### src/rtl/pipeline_sequencer_pkg.sv
// Shared definitions for the pipeline sequencer: state encoding, the NOP
// instruction word and a saturating counter helper.
package pipeline_sequencer_pkg;

    // Sequencer phases. The 2-bit encoding is shared with the debug/status logic.
    typedef enum logic [1:0] {
        ST_BOOT  = 2'd0,
        ST_RUN   = 2'd1,
        ST_DRAIN = 2'd2,
        ST_HALT  = 2'd3
    } seq_state_e;

    // Instruction word that a flushed IF/ID register holds.
    localparam logic [31:0] NOP_INSTR = 32'h0000_0000;

    // Width of the load-use stall statistics counter.
    localparam int unsigned STALL_CNT_W = 16;

    // Increment that sticks at all-ones instead of wrapping.
    function automatic logic [STALL_CNT_W-1:0] sat_inc(input logic [STALL_CNT_W-1:0] val);
        logic [STALL_CNT_W-1:0] res;
        res = (val == {STALL_CNT_W{1'b1}}) ? val : val + 1'b1;
        return res;
    endfunction

endpackage : pipeline_sequencer_pkg

### src/rtl/pipeline_sequencer_hazard_detect.sv
// Load-use hazard compare between the EX-stage load destination and the
// ID-stage source registers. Purely combinational; register 0 is compared
// like any other id.
module pipeline_sequencer_hazard_detect #(
    parameter int unsigned REG_W = 4
) (
    input  logic [REG_W-1:0] rs_a_i,
    input  logic [REG_W-1:0] rs_b_i,
    input  logic             uses_b_i,
    input  logic             mem_read_ex_i,
    input  logic [REG_W-1:0] rd_ex_i,
    output logic             load_use_o
);

    logic match_a;
    logic match_b;

    // Source B only counts when the ID instruction actually reads it.
    always_comb begin
        match_a    = (rd_ex_i == rs_a_i);
        match_b    = uses_b_i && (rd_ex_i == rs_b_i);
        load_use_o = mem_read_ex_i && (match_a || match_b);
    end

endmodule : pipeline_sequencer_hazard_detect

### src/rtl/pipeline_sequencer.sv
// Pipeline sequencer: streams the boot program into instruction memory, then
// issues per-cycle PC enable / IF-ID hold / flush controls for load-use stalls,
// taken branches and the halt drain.
//
//  state    | meaning
//  ---------+------------------------------------------------------------
//  ST_BOOT  | bios streams the program; write enable toggles per word
//  ST_RUN   | normal issue; branch > load-use stall > halt priority
//  ST_DRAIN | halt accepted; wait for in-flight instructions to retire
//  ST_HALT  | pipeline frozen with both flushes asserted; reset exits
module pipeline_sequencer
    import pipeline_sequencer_pkg::*;
#(
    parameter int unsigned BOOT_LEN = 6,
    parameter int unsigned ADDR_W   = 32,
    parameter int unsigned REG_W    = 4,
    parameter int unsigned DRAIN    = 3
) (
    input  logic              clock,
    input  logic              reset,
    input  logic [REG_W-1:0]  rsA,
    input  logic [REG_W-1:0]  rsB,
    input  logic              usesB,
    input  logic              haltReq,
    input  logic              memRead_id_ex,
    input  logic [REG_W-1:0]  registerFileWrite_id_ex,
    input  logic              branchResult,
    output logic              onBios,
    output logic [ADDR_W-1:0] bootAddress,
    output logic              bootWE,
    output logic              resetRegisterFile,
    output logic              enablePC,
    output logic              ifIdWrite,
    output logic              ifIdFlush,
    output logic              idExFlush,
    output logic              halted,
    output logic [15:0]       stallCount
);

    // One boot cycle per write-high phase plus one per low phase.
    localparam int unsigned BOOT_CYCLES = 2 * BOOT_LEN;
    localparam int unsigned BOOT_CNT_W  = (BOOT_CYCLES > 1) ? $clog2(BOOT_CYCLES) : 1;
    localparam int unsigned DRAIN_CNT_W = $clog2(DRAIN + 1);

    localparam logic [BOOT_CNT_W-1:0]  BOOT_LAST  = BOOT_CNT_W'(BOOT_CYCLES - 1);
    localparam logic [DRAIN_CNT_W-1:0] DRAIN_LOAD = DRAIN_CNT_W'(DRAIN);
    localparam logic [DRAIN_CNT_W-1:0] DRAIN_ONE  = DRAIN_CNT_W'(1);

    seq_state_e             state_q, state_d;
    logic [BOOT_CNT_W-1:0]  boot_cnt_q, boot_cnt_d;
    logic [ADDR_W-1:0]      boot_addr_q, boot_addr_d;
    logic [DRAIN_CNT_W-1:0] drain_cnt_q, drain_cnt_d;
    logic [STALL_CNT_W-1:0] stall_cnt_q, stall_cnt_d;
    logic                   load_use;

    pipeline_sequencer_hazard_detect #(
        .REG_W (REG_W)
    ) u_hazard_detect (
        .rs_a_i        (rsA),
        .rs_b_i        (rsB),
        .uses_b_i      (usesB),
        .mem_read_ex_i (memRead_id_ex),
        .rd_ex_i       (registerFileWrite_id_ex),
        .load_use_o    (load_use)
    );

    assign bootAddress = boot_addr_q;
    assign stallCount  = stall_cnt_q;

    // State and counter registers; reset from any state restarts boot at address 0.
    always_ff @(posedge clock) begin
        if (reset) begin
            state_q     <= ST_BOOT;
            boot_cnt_q  <= '0;
            boot_addr_q <= '0;
            drain_cnt_q <= '0;
            stall_cnt_q <= '0;
        end else begin
            state_q     <= state_d;
            boot_cnt_q  <= boot_cnt_d;
            boot_addr_q <= boot_addr_d;
            drain_cnt_q <= drain_cnt_d;
            stall_cnt_q <= stall_cnt_d;
        end
    end

    // Next-state and per-cycle pipeline controls.
    always_comb begin
        state_d           = state_q;
        boot_cnt_d        = boot_cnt_q;
        boot_addr_d       = boot_addr_q;
        drain_cnt_d       = drain_cnt_q;
        stall_cnt_d       = stall_cnt_q;
        onBios            = 1'b0;
        bootWE            = 1'b0;
        resetRegisterFile = 1'b0;
        enablePC          = 1'b0;
        ifIdWrite         = 1'b0;
        ifIdFlush         = 1'b0;
        idExFlush         = 1'b0;
        halted            = 1'b0;

        unique case (state_q)
            ST_BOOT: begin
                onBios            = 1'b1;
                resetRegisterFile = 1'b1;
                ifIdFlush         = 1'b1;
                idExFlush         = 1'b1;
                // No memory writes while reset is held; even boot cycles write.
                bootWE            = ~boot_cnt_q[0] & ~reset;
                boot_cnt_d        = boot_cnt_q + 1'b1;
                if (boot_cnt_q[0]) begin
                    boot_addr_d = boot_addr_q + 1'b1;
                end
                if (boot_cnt_q == BOOT_LAST) begin
                    state_d = ST_RUN;
                end
            end

            ST_RUN: begin
                if (branchResult) begin
                    enablePC  = 1'b1;
                    ifIdWrite = 1'b1;
                    ifIdFlush = 1'b1;
                    idExFlush = 1'b1;
                end else if (load_use) begin
                    // Hold PC and IF/ID, inject one bubble into ID/EX.
                    idExFlush   = 1'b1;
                    stall_cnt_d = sat_inc(stall_cnt_q);
                end else if (haltReq) begin
                    // HALT itself proceeds to EX; nothing younger is fetched.
                    ifIdWrite   = 1'b1;
                    ifIdFlush   = 1'b1;
                    drain_cnt_d = DRAIN_LOAD;
                    state_d     = ST_DRAIN;
                end else begin
                    enablePC  = 1'b1;
                    ifIdWrite = 1'b1;
                end
            end

            ST_DRAIN: begin
                // Branches are ignored here: a halt is never cancelled.
                ifIdFlush   = 1'b1;
                idExFlush   = 1'b1;
                drain_cnt_d = drain_cnt_q - 1'b1;
                if (drain_cnt_q == DRAIN_ONE) begin
                    state_d = ST_HALT;
                end
            end

            ST_HALT: begin
                halted    = 1'b1;
                ifIdFlush = 1'b1;
                idExFlush = 1'b1;
            end

            default: begin
                state_d = ST_BOOT;
            end
        endcase
    end

endmodule : pipeline_sequencer

### config.mk
export PLATFORM = sky130hd
export DESIGN_NAME = pipeline_sequencer
export DESIGN_NICKNAME = d
export VERILOG_FILES = /design/src/rtl/pipeline_sequencer_pkg.sv /design/src/rtl/pipeline_sequencer_hazard_detect.sv /design/src/rtl/pipeline_sequencer.sv
export SDC_FILE = /design/constraint.sdc
export NUM_CORES = 1
export LEC_CHECK = 0
export BUFFER_PORTS_ARGS = -buffer_cell sky130_fd_sc_hd__buf_4
export CORE_UTILIZATION = 53
export DETAILED_ROUTE_END_ITERATION = 16
export PLACE_DENSITY = 0.9
export SKIP_CTS_REPAIR_TIMING = 1
export SLEW_MARGIN = 25
export SYNTH_ARGS = -nofsm -noshare
export SYNTH_HDL_FRONTEND = slang
export SYNTH_SLANG_ARGS = --single-unit
### constraint.sdc
create_clock -name clock -period 2.7 [get_ports clock]
set_input_delay 0.27 -clock clock [delete_from_list [all_inputs] [get_ports clock]]
set_output_delay 0.27 -clock clock [all_outputs]
set_load 0.02 [all_outputs]
* Word level (Yosys, flattened, before mapping) *
Cells that the tools add are included.

word-level totals
  bits in registers = 56
  logic and storage cells = 65
  input bits = 18
  output and inout port bits = 56

operators by class
  eq/ne operators = 13
  muxes and demuxes = 27
  add/sub/neg operators = 4
  reduce and logical (&&, ||, !) cells = 11
  bitwise operators = 5

operators by type and width
  cell                                              count
  adder 32 x 1 -> 32 bit, second input constant     1
  adder 16 x 1 -> 16 bit, second input constant     1
  == test 16 bit, second input constant             1
  2-to-1 mux 2 bit                                  8
  2-to-1 mux 1 bit                                  15
  inequality test 2 bit, second input constant      5
  == test 4 bit                                     2
  AND reduction 4 bit                               2
  case mux 2 bit (3 select lines)                   1
  AND reduction 6 bit                               1
  adder 4 x 1 -> 4 bit, second input constant       1
  == test 2 x 1 -> 1 bit, second input constant     2
  == test 2 bit, second input constant              2
  == test 4 bit, second input constant              1
  NOT 1 bit                                         4
  case mux 1 bit (2 select lines)                   2
  case mux 2 bit (2 select lines)                   1
  nonzero test 3 bit                                1
  OR reduction 3 bit                                1
  logical AND 1 bit                                 2
  logical NOT 2 bit                                 1
  AND reduction 2 bit                               1
  nonzero test 2 bit                                1
  subtractor 2 x 1 -> 2 bit, second input constant  1
  other kinds (2)                                   2

* Depth between registers and ports, before layout *
Gate-level depths: netlist (run 1).

  depth in word-level cells = 7
  mapped depth = 10
  depth with buffers taken out = 8

* By module *
Synthesis (run 1) repeated with hierarchy kept, for this count alone.

second synthesis, totals
  cell total of the unflattened synthesis = 349
  area total of the unflattened synthesis = 2,957.8 um2

modules (own cells, without submodules)
  module                            sequential area each (um2)  cells an instance  area an instance (um2)  instances
  pipeline_sequencer                1,121.1                     336                2,859.0                 1
  pipeline_sequencer_hazard_detect  0.0                         13                 98.8                    1

* Least setup slack after synthesis (run 1) *
No wires, ideal clock.

  path type = flip-flop to flip-flop
  start = register state_q[0]
  end = register boot_addr_q[19] (netlist: bootAddress[19])
  setup time = 0.070 ns
  data required time = 2.630 ns
  arrival time = 2.139 ns
  path slack = 0.491 ns
  clock period less this slack = 2.209 ns
  path buffers = 2
  stages on the path, launching flop included = 10
  cell sequence = dfxtp_1 inv_1 ha_1 buf_6 and3_4 nand4_4 or3_1 clkbuf_2 or3_1 a21oi_1

between the ends
  longest elaborated chain between the ends = 2

RTL lines
  item                           RTL line                   text
  from (decl)                    pipeline_sequencer.sv:49   seq_state_e state_q, state_d;
  from (signal assigned)         pipeline_sequencer.sv:79   state_q <= state_d;
  logical NOT 2 bit              pipeline_sequencer.sv:103  unique case (state_q)
  AND reduction 2 bit (no line)  --
  to (signal assigned)           pipeline_sequencer.sv:81   boot_addr_q <= boot_addr_d;
  to (decl)                      pipeline_sequencer.sv:51   logic [ADDR_W-1:0] boot_addr_q, boot_addr_d;

No other way between the ends.
A chain may end at the register's enable or synchronous reset.

* Worst setup path after layout (run 1) *
  start = register state_q[0]
  end = register boot_addr_q[30] (netlist: bootAddress[30])

Same word-level chain as after synthesis.

==> metrics.md, run 1 <==
| Metric | Value |
|---|---|
| Outcome | `completed` |
| Fillers | `444` |
| Reg clk slew, reported paths | `0.09 ns` |
| Final wirelength | `6.18 mm` |
| Drt wl/cell | `13.2 um` |
| Leak | `0.00139 uW` |
| Critical setup path kind | `flip-flop to flip-flop` |
| Die ar. | `0.00566 sq mm` |
| Compound-cell area share of the yosys netlist | `10.1%` |
| Syn nets | `358` |
| Warnings, synthesis | `0` |
| Antenna Nets Post-Route | `0` |
| Sequential cell area | `0.00112 sq mm` |
| GRT busiest layer | `met2` |
| Met2 Use GR | `41.0%` |
| Unrepaired setup endpoints after global routing | `no` |
| Sequential area share after synthesis | `39.5%` |
| Util after Layout | `67.9%` |
| Max FO, Critical Path | `6` |
| Final hold vios | `0` |
| Die width | `75.2 um` |
| Synthesized cell area | `0.00284 sq mm` |
| Fmax | `460 MHz` |
| TritonCTS clock tree | `built` |
| Max H-tree Level | `2` |
| CP Launch Type | `flip-flop` |
| Path type of the worst min-delay path | `input port to flip-flop` |
| Hold_sp | `haltReq` |
| Met1 GRT Util | `27.3%` |
| Die height | `75.2 um` |
| Initial DRT Pass Iterations | `4` |
| Simple logic cell fraction of the synthesized area | `29.4%` |
| Area Growth Syn to Fin | `22.8%` |
| Nets | `426` |
| Ys flop type | `dfxtp_1` |
| DR vias/cell | `5.54` |
| Largest family of logic cells by synthesized area | `simple AND/OR/NAND/NOR gates` |
| DP Area | `0.00341 sq mm` |
| Cell variety after synth | `48` |
| Launching point of the worst reg2reg path | `state_q[0]` |
| Arr. time, crit path | `2.35 ns` |
| I/O Pins | `74` |
| Yosys reg bits | `56` |
| Asr flop ratio synth | `0%` |
| GR Util met3 | `3.61%` |
| Worst-Skew Late Latency | `0.31 ns` |
| Relative slew slack | `50.8%` |
| Core Area | `0.00514 sq mm` |
| Total of max-cap violations | `0` |
| Post-DP HPWL | `4.54 mm` |
| Initial antenna violation count | `0` |
| Clock sinks | `56` |
| Routability Congestion | `0.758` |
| Max Slew Vio Count | `0` |
| ANT cells | `0` |
| Initial Util | `55.3%` |
| Clk root buf | `clkbuf_8` |
| Req. time, crit path | `2.88 ns` |
| Maximum clock path buffer count | `2` |
| Synthesized area per cell | `8.58 sq um` |
| Tcrit/Tclk final | `80.4%` |
| Layout cells sized above 1 | `24.1%` |
| Worst setup EP type | `flip-flop` |
| TritonCTS Buffers | `5` |
| Vias in the first global route | `2302` |
| Worst ir drop on vdd | `0.397 mV` |
| Post-layout total power | `1870 uW` |
| Crit. Startpoint | `state_q[0]` |
| Iter 0 DRT Violations | `154` |
| Number of synthesized flops with an enable pin | `0` |
| Final min period | `2.17 ns` |
| Design area | `0.00349 sq mm` |
| Mux cell area share after synthesis | `1.15%` |
| Buffers on Ports | `73` |
| Fin Clk Skew | `0.00851 ns` |
| # DRC | `0` |
| Global-route usage over all layers | `22.8%` |
| Final Setup Violations | `0` |
| Transition time of the tightest slew-check pin | `0.734 ns` |
| Xor and xnor fraction of the mapped netlist area | `11.7%` |
| Via count | `2598` |
| Setup TNS | `0 ns` |
| PD cells | `536 mW/mm^2` |
| Post-Syn Instances | `331` |
| First-pass GRT wire length | `9.93 mm` |
| Total gr overflow | `0` |
| # rows | `26` |
| Largest net degree at the start of global routing | `60` |
| Adder-Cell Fraction of Synth Area | `3.96%` |
| Multi-input logic area | `0.00160 sq mm` |
## layer usage
metal / part of all wire [%] / vias to the layer above
li1: - / 1294
met1: 43 / 1229
met2: 52 / 66
met3: 3.8 / 9
met4: 1.5 / 0
met5: 0 / -
## per-stage QoR
stage,hold WS (ns),cells,worst slack [ns]
final,0.438,469,0.528
after global routing,0.464,469,0.328
after CTS,0.440,469,0.516
after detailed placement,0.500,462,0.535
after global placement,0.482,462,0.591
after floorplan,0.468,331,0.491
## synthesized netlist by cell type, drive strengths merged (2+ instances only)
library cell,count,area [sq um]
dfxtp,56,1120
nor2,48,180
xor2,31,272
a21oi,22,110
nand2,21,78.8
nand3,21,118
o21ai,14,70.1
or3,13,81.3
inv,12,45.0
nand4,12,90.1
and3,10,75.1
buf,9,56.3
ha,9,113
xnor2,7,61.3
and4,5,48.8
nor3,5,35.0
o31ai,5,37.5
or4,5,37.5
clkbuf,4,16.3
nor3b,3,22.5
nor4,3,31.3
mux2,2,22.5
or3b,2,17.5
## layout make-up
type	instances	area share (%)
Multi-Input combinational cell	250	45.9
Clock inverter	1	0.143
Clock buffer	6	2.08
Timing Repair Buffer	74	15.9
Sequential cell	56	32.1
Tap cell	70	2.51
Inverter	12	1.29
## critical path, cell delays in order, from the launching register on
cell     delay, ns
dfxtp_1       0.37
inv_1         0.12
ha_1          0.20
and3_4        0.21
nand3_1       0.22
nor4_2        0.55
nand3_1       0.16
xor2_1        0.17
nor2_1        0.05
## registers in the layout, indices dropped and copies added (netlist names)
register     flops
drain_cnt_q      2
boot_cnt_q       4
bootAddress     32
state_q          2
stallCount      16
## cell usage in the layout, fill, tap and decap left out, drive strengths merged, types with 2 or more instances in the layout
master  synthesis  layout
and4            5       5
o31ai           5       5
dfxtp          56      56
nand3          21      21
nor2           48      48
or3b            2       2
o21ai          14      14
or3            13      13
or4             5       5
xnor2           7       7
ha              9       9
nor4            3       3
nand2          21      21
clkbuf          4       6
nor3            5       5
buf             9      74
nor3b           3       3
inv            12      12
and3           10      10
mux2            2       2
xor2           31      31
a21oi          22      22
nand4          12      12
## power breakdown
| part | switching, uW | total [uW] | internal, uW |
|---|---|---|---|
| clock network | 264 | 441 | 177 |
| logic | 271 | 486 | 215 |
| registers | 65.2 | 942 | 876 |
## kinds of logic (layout without fill, tap and decap cells)
logic type | count (synthesis) | after routing
simple gates | 151 | 151
fa+ha+maj | 9 | 9
compound gates | 49 | 49
mux | 3 | 3
buf+inv | 25 | 93
xor+xnor | 38 | 38
flops | 56 | 56
## final timing paths
kind                      to  slack (ns)  depth (start not counted)
min               state_q[0]        0.44                          5
max          bootAddress[30]        0.53                          8
min reg2reg   drain_cnt_q[1]        0.51                          2
max reg2reg  bootAddress[30]        0.53                          8
Note: power is estimated with default switching activity, not from simulation.
==> run 2, diff against run 1 <==
clock period = 2.2 ns   (was 2.7 ns; I/O delays follow)
==> run 2 against run 1 <==
Compared with the run above: final cell count grew 0.85%; sequential power grew 21%; sequential cell count is the same.
==> metrics.md, run 2 (synthesized netlist as in run 1, its figures left out) <==
| Metric | Value |
|---|---|
| R2R Path End | `stallCount[7] (was bootAddress[30])` |
| Area Growth Syn to Fin | `26.3% (was 22.8%)` |
| Layout cells sized above 1 | `25.8% (was 24.1%)` |
| Core Area | `0.00514 sq mm (unchanged)` |
| Leak | `0.00145 uW (was 0.00139 uW)` |
| Fin Clk Skew | `0.0106 ns (was 0.00851 ns)` |
| TritonCTS Buffers | `5 (unchanged)` |
| Layout Cells excl Fill | `473 (was 469)` |
| Sequential cell area | `0.00112 sq mm (unchanged)` |
| Tcrit/Tclk final | `92.5% (was 80.4%)` |
| Final hold vios | `0 (unchanged)` |
| CP Launch Type | `flip-flop (unchanged)` |
| Launching point of the worst reg2reg path | `stallCount[7] (was state_q[0])` |
| First-pass GRT wire length | `10.3 mm (was 9.93 mm)` |
| I/O Pins | `74 (unchanged)` |
| Max FO, Critical Path | `12 (was 6)` |
| Global-route usage over all layers | `23.6% (was 22.8%)` |
| Setup TNS | `0 ns (unchanged)` |
| Final wirelength | `6.34 mm (was 6.18 mm)` |
| Arr. time, crit path | `2.23 ns (was 2.35 ns)` |
| Max H-tree Level | `2 (unchanged)` |
| Worst ir drop on vdd | `0.455 mV (was 0.397 mV)` |
| Max FFs per register | `32 (unchanged)` |
| TritonCTS clock tree | `built (unchanged)` |
| Total of max-cap violations | `0 (unchanged)` |
| DP Cell Count | `466 (was 462)` |
| Path type of the worst min-delay path | `input port to flip-flop (unchanged)` |
| Worst setup EP type | `flip-flop (unchanged)` |
| Fillers | `416 (was 444)` |
| Initial antenna violation count | `0 (unchanged)` |
| Relative slew slack | `55.5% (was 50.8%)` |
| Vias in the first global route | `2409 (was 2302)` |
| Drt wl/cell | `13.4 um (was 13.2 um)` |
| Unrepaired setup endpoints after global routing | `no (unchanged)` |
| Buffers on Ports | `73 (unchanged)` |
| Critical setup path kind | `flip-flop to flip-flop (unchanged)` |
| Final Setup Violations | `0 (unchanged)` |
| Clock sinks | `56 (unchanged)` |
| Outcome | `completed (unchanged)` |
| Final min period | `2.03 ns (was 2.17 ns)` |
| R2R setup slack | `0.17 ns (was 0.53 ns)` |
| Crit. Startpoint | `stallCount[7] (was state_q[0])` |
| ANT cells | `0 (unchanged)` |
| Die height | `75.2 um (unchanged)` |
| PD cells | `707 mW/mm^2 (was 536 mW/mm^2)` |
| Nets | `430 (was 426)` |
| Max Slew Vio Count | `0 (unchanged)` |
| Largest net degree at the start of global routing | `39 (was 60)` |
| Reg clk slew, reported paths | `0.10 ns (was 0.09 ns)` |
| Via count | `2588 (was 2598)` |
| Total gr overflow | `0 (unchanged)` |
| Die ar. | `0.00566 sq mm (unchanged)` |
| Worst-Skew Late Latency | `0.31 ns (about the same)` |
| Fmax | `491 MHz (was 460 MHz)` |
| Maximum clock path buffer count | `2 (unchanged)` |
| Post-DP HPWL | `4.65 mm (was 4.54 mm)` |
| Die width | `75.2 um (unchanged)` |
| Critical path capture point | `stallCount[7] (was bootAddress[30])` |
| Req. time, crit path | `2.40 ns (was 2.88 ns)` |
| Initial Util | `55.3% (unchanged)` |
| Transition time of the tightest slew-check pin | `0.666 ns (was 0.734 ns)` |
| Clk root buf | `clkbuf_8 (unchanged)` |
| Commonest non-fill, non-tap cell in the layout | `buf_4 (unchanged)` |
| Antenna Nets Post-Route | `0 (unchanged)` |
| Multi-input logic area | `0.00162 sq mm (was 0.00160 sq mm)` |
| Iter 0 DRT Violations | `133 (was 154)` |
| Routability Congestion | `0.783 (was 0.758)` |
| # rows | `26 (unchanged)` |
| Reg2Reg Depth | `6 (was 8)` |
| Initial DRT Pass Iterations | `4 (unchanged)` |
| # DRC | `0 (unchanged)` |
| Most frequent cells in the layout | `78 x buf_4, 56 x dfxtp_1, 47 x nor2_1 (was 74 x buf_4, 56 x dfxtp_1, 48 x nor2_1)` |
| DR vias/cell | `5.47 (was 5.54)` |
run 2: cell count changes in the layout (fill, tap and decap cells not counted), sizes merged:
cell and delta:
buf +4, clkbuf -1, clkinv -1, bufinv +2
run 2: worst max-delay path: stages, from the launching register on:
cell,delay [ns]
dfxtp_1,0.46
nand4_1,0.28
nor3_2,0.35
and4_4,0.35
a211o_1,0.27
or3_1,0.15
a21oi_1,0.06
run 2: layout make-up:
type                            count  share of cell area [%]
Multi-Input combinational cell    250                    45.1
Sequential cell                    56                    31.3
Timing Repair Buffer               78                    16.3
Tap cell                           70                    2.44
Clock buffer                        5                    1.92
Clock inverter                      2                    1.67
Inverter                           12                    1.26
run 2: per-layer routing:
metal	track usage [%]	vias up	wire length [um]
li1	-	1304	-
met3	4.69	11	327
met1	27.6	1183	2700
met5	0	-	0
met2	42.9	90	3210
met4	8.44	0	102
run 2: worst min path at each step:
stage / start / end / slack (ns) / cells after the start
2_1_floorplan: reset / stallCount[12] / 0.42 / 2
3_3_place_gp: stallCount[13] / stallCount[13] / 0.48 / 2
3_5_place_dp: stallCount[4] / stallCount[4] / 0.50 / 2
4_1_cts: reset / bootAddress[7] / 0.31 / 2
5_1_grt: reset / bootAddress[7] / 0.31 / 2
6_report: reset / bootAddress[5] / 0.32 / 2
run 2: through the flow:
step / hold WS, ns / util, % / instance area, sq um / setup slack [ns] / power [uW]
final: 0.323 / 69.8 / 3590 / 0.165 / 2540
after global routing: 0.309 / 69.8 / 3590 / 0.0191 / 2690
after CTS: 0.307 / 69.5 / 3570 / 0.128 / 2550
after detailed placement: 0.496 / 67.0 / 3440 / 0.146 / 1790
after global placement: 0.485 / 67.0 / 3440 / 0.200 / 1760
after floorplan: 0.418 / - / 2840 / 0.0627 / 1610
run 2: power breakdown:
group          internal (uW)  total, uW  switching (uW)  leakage [uW]
Sequential              1080       1140            60.6      0.000452
Clock                    448        771             323     0.0000642
Combinational            283        629             346      0.000936
Total                   1810       2540             730       0.00145
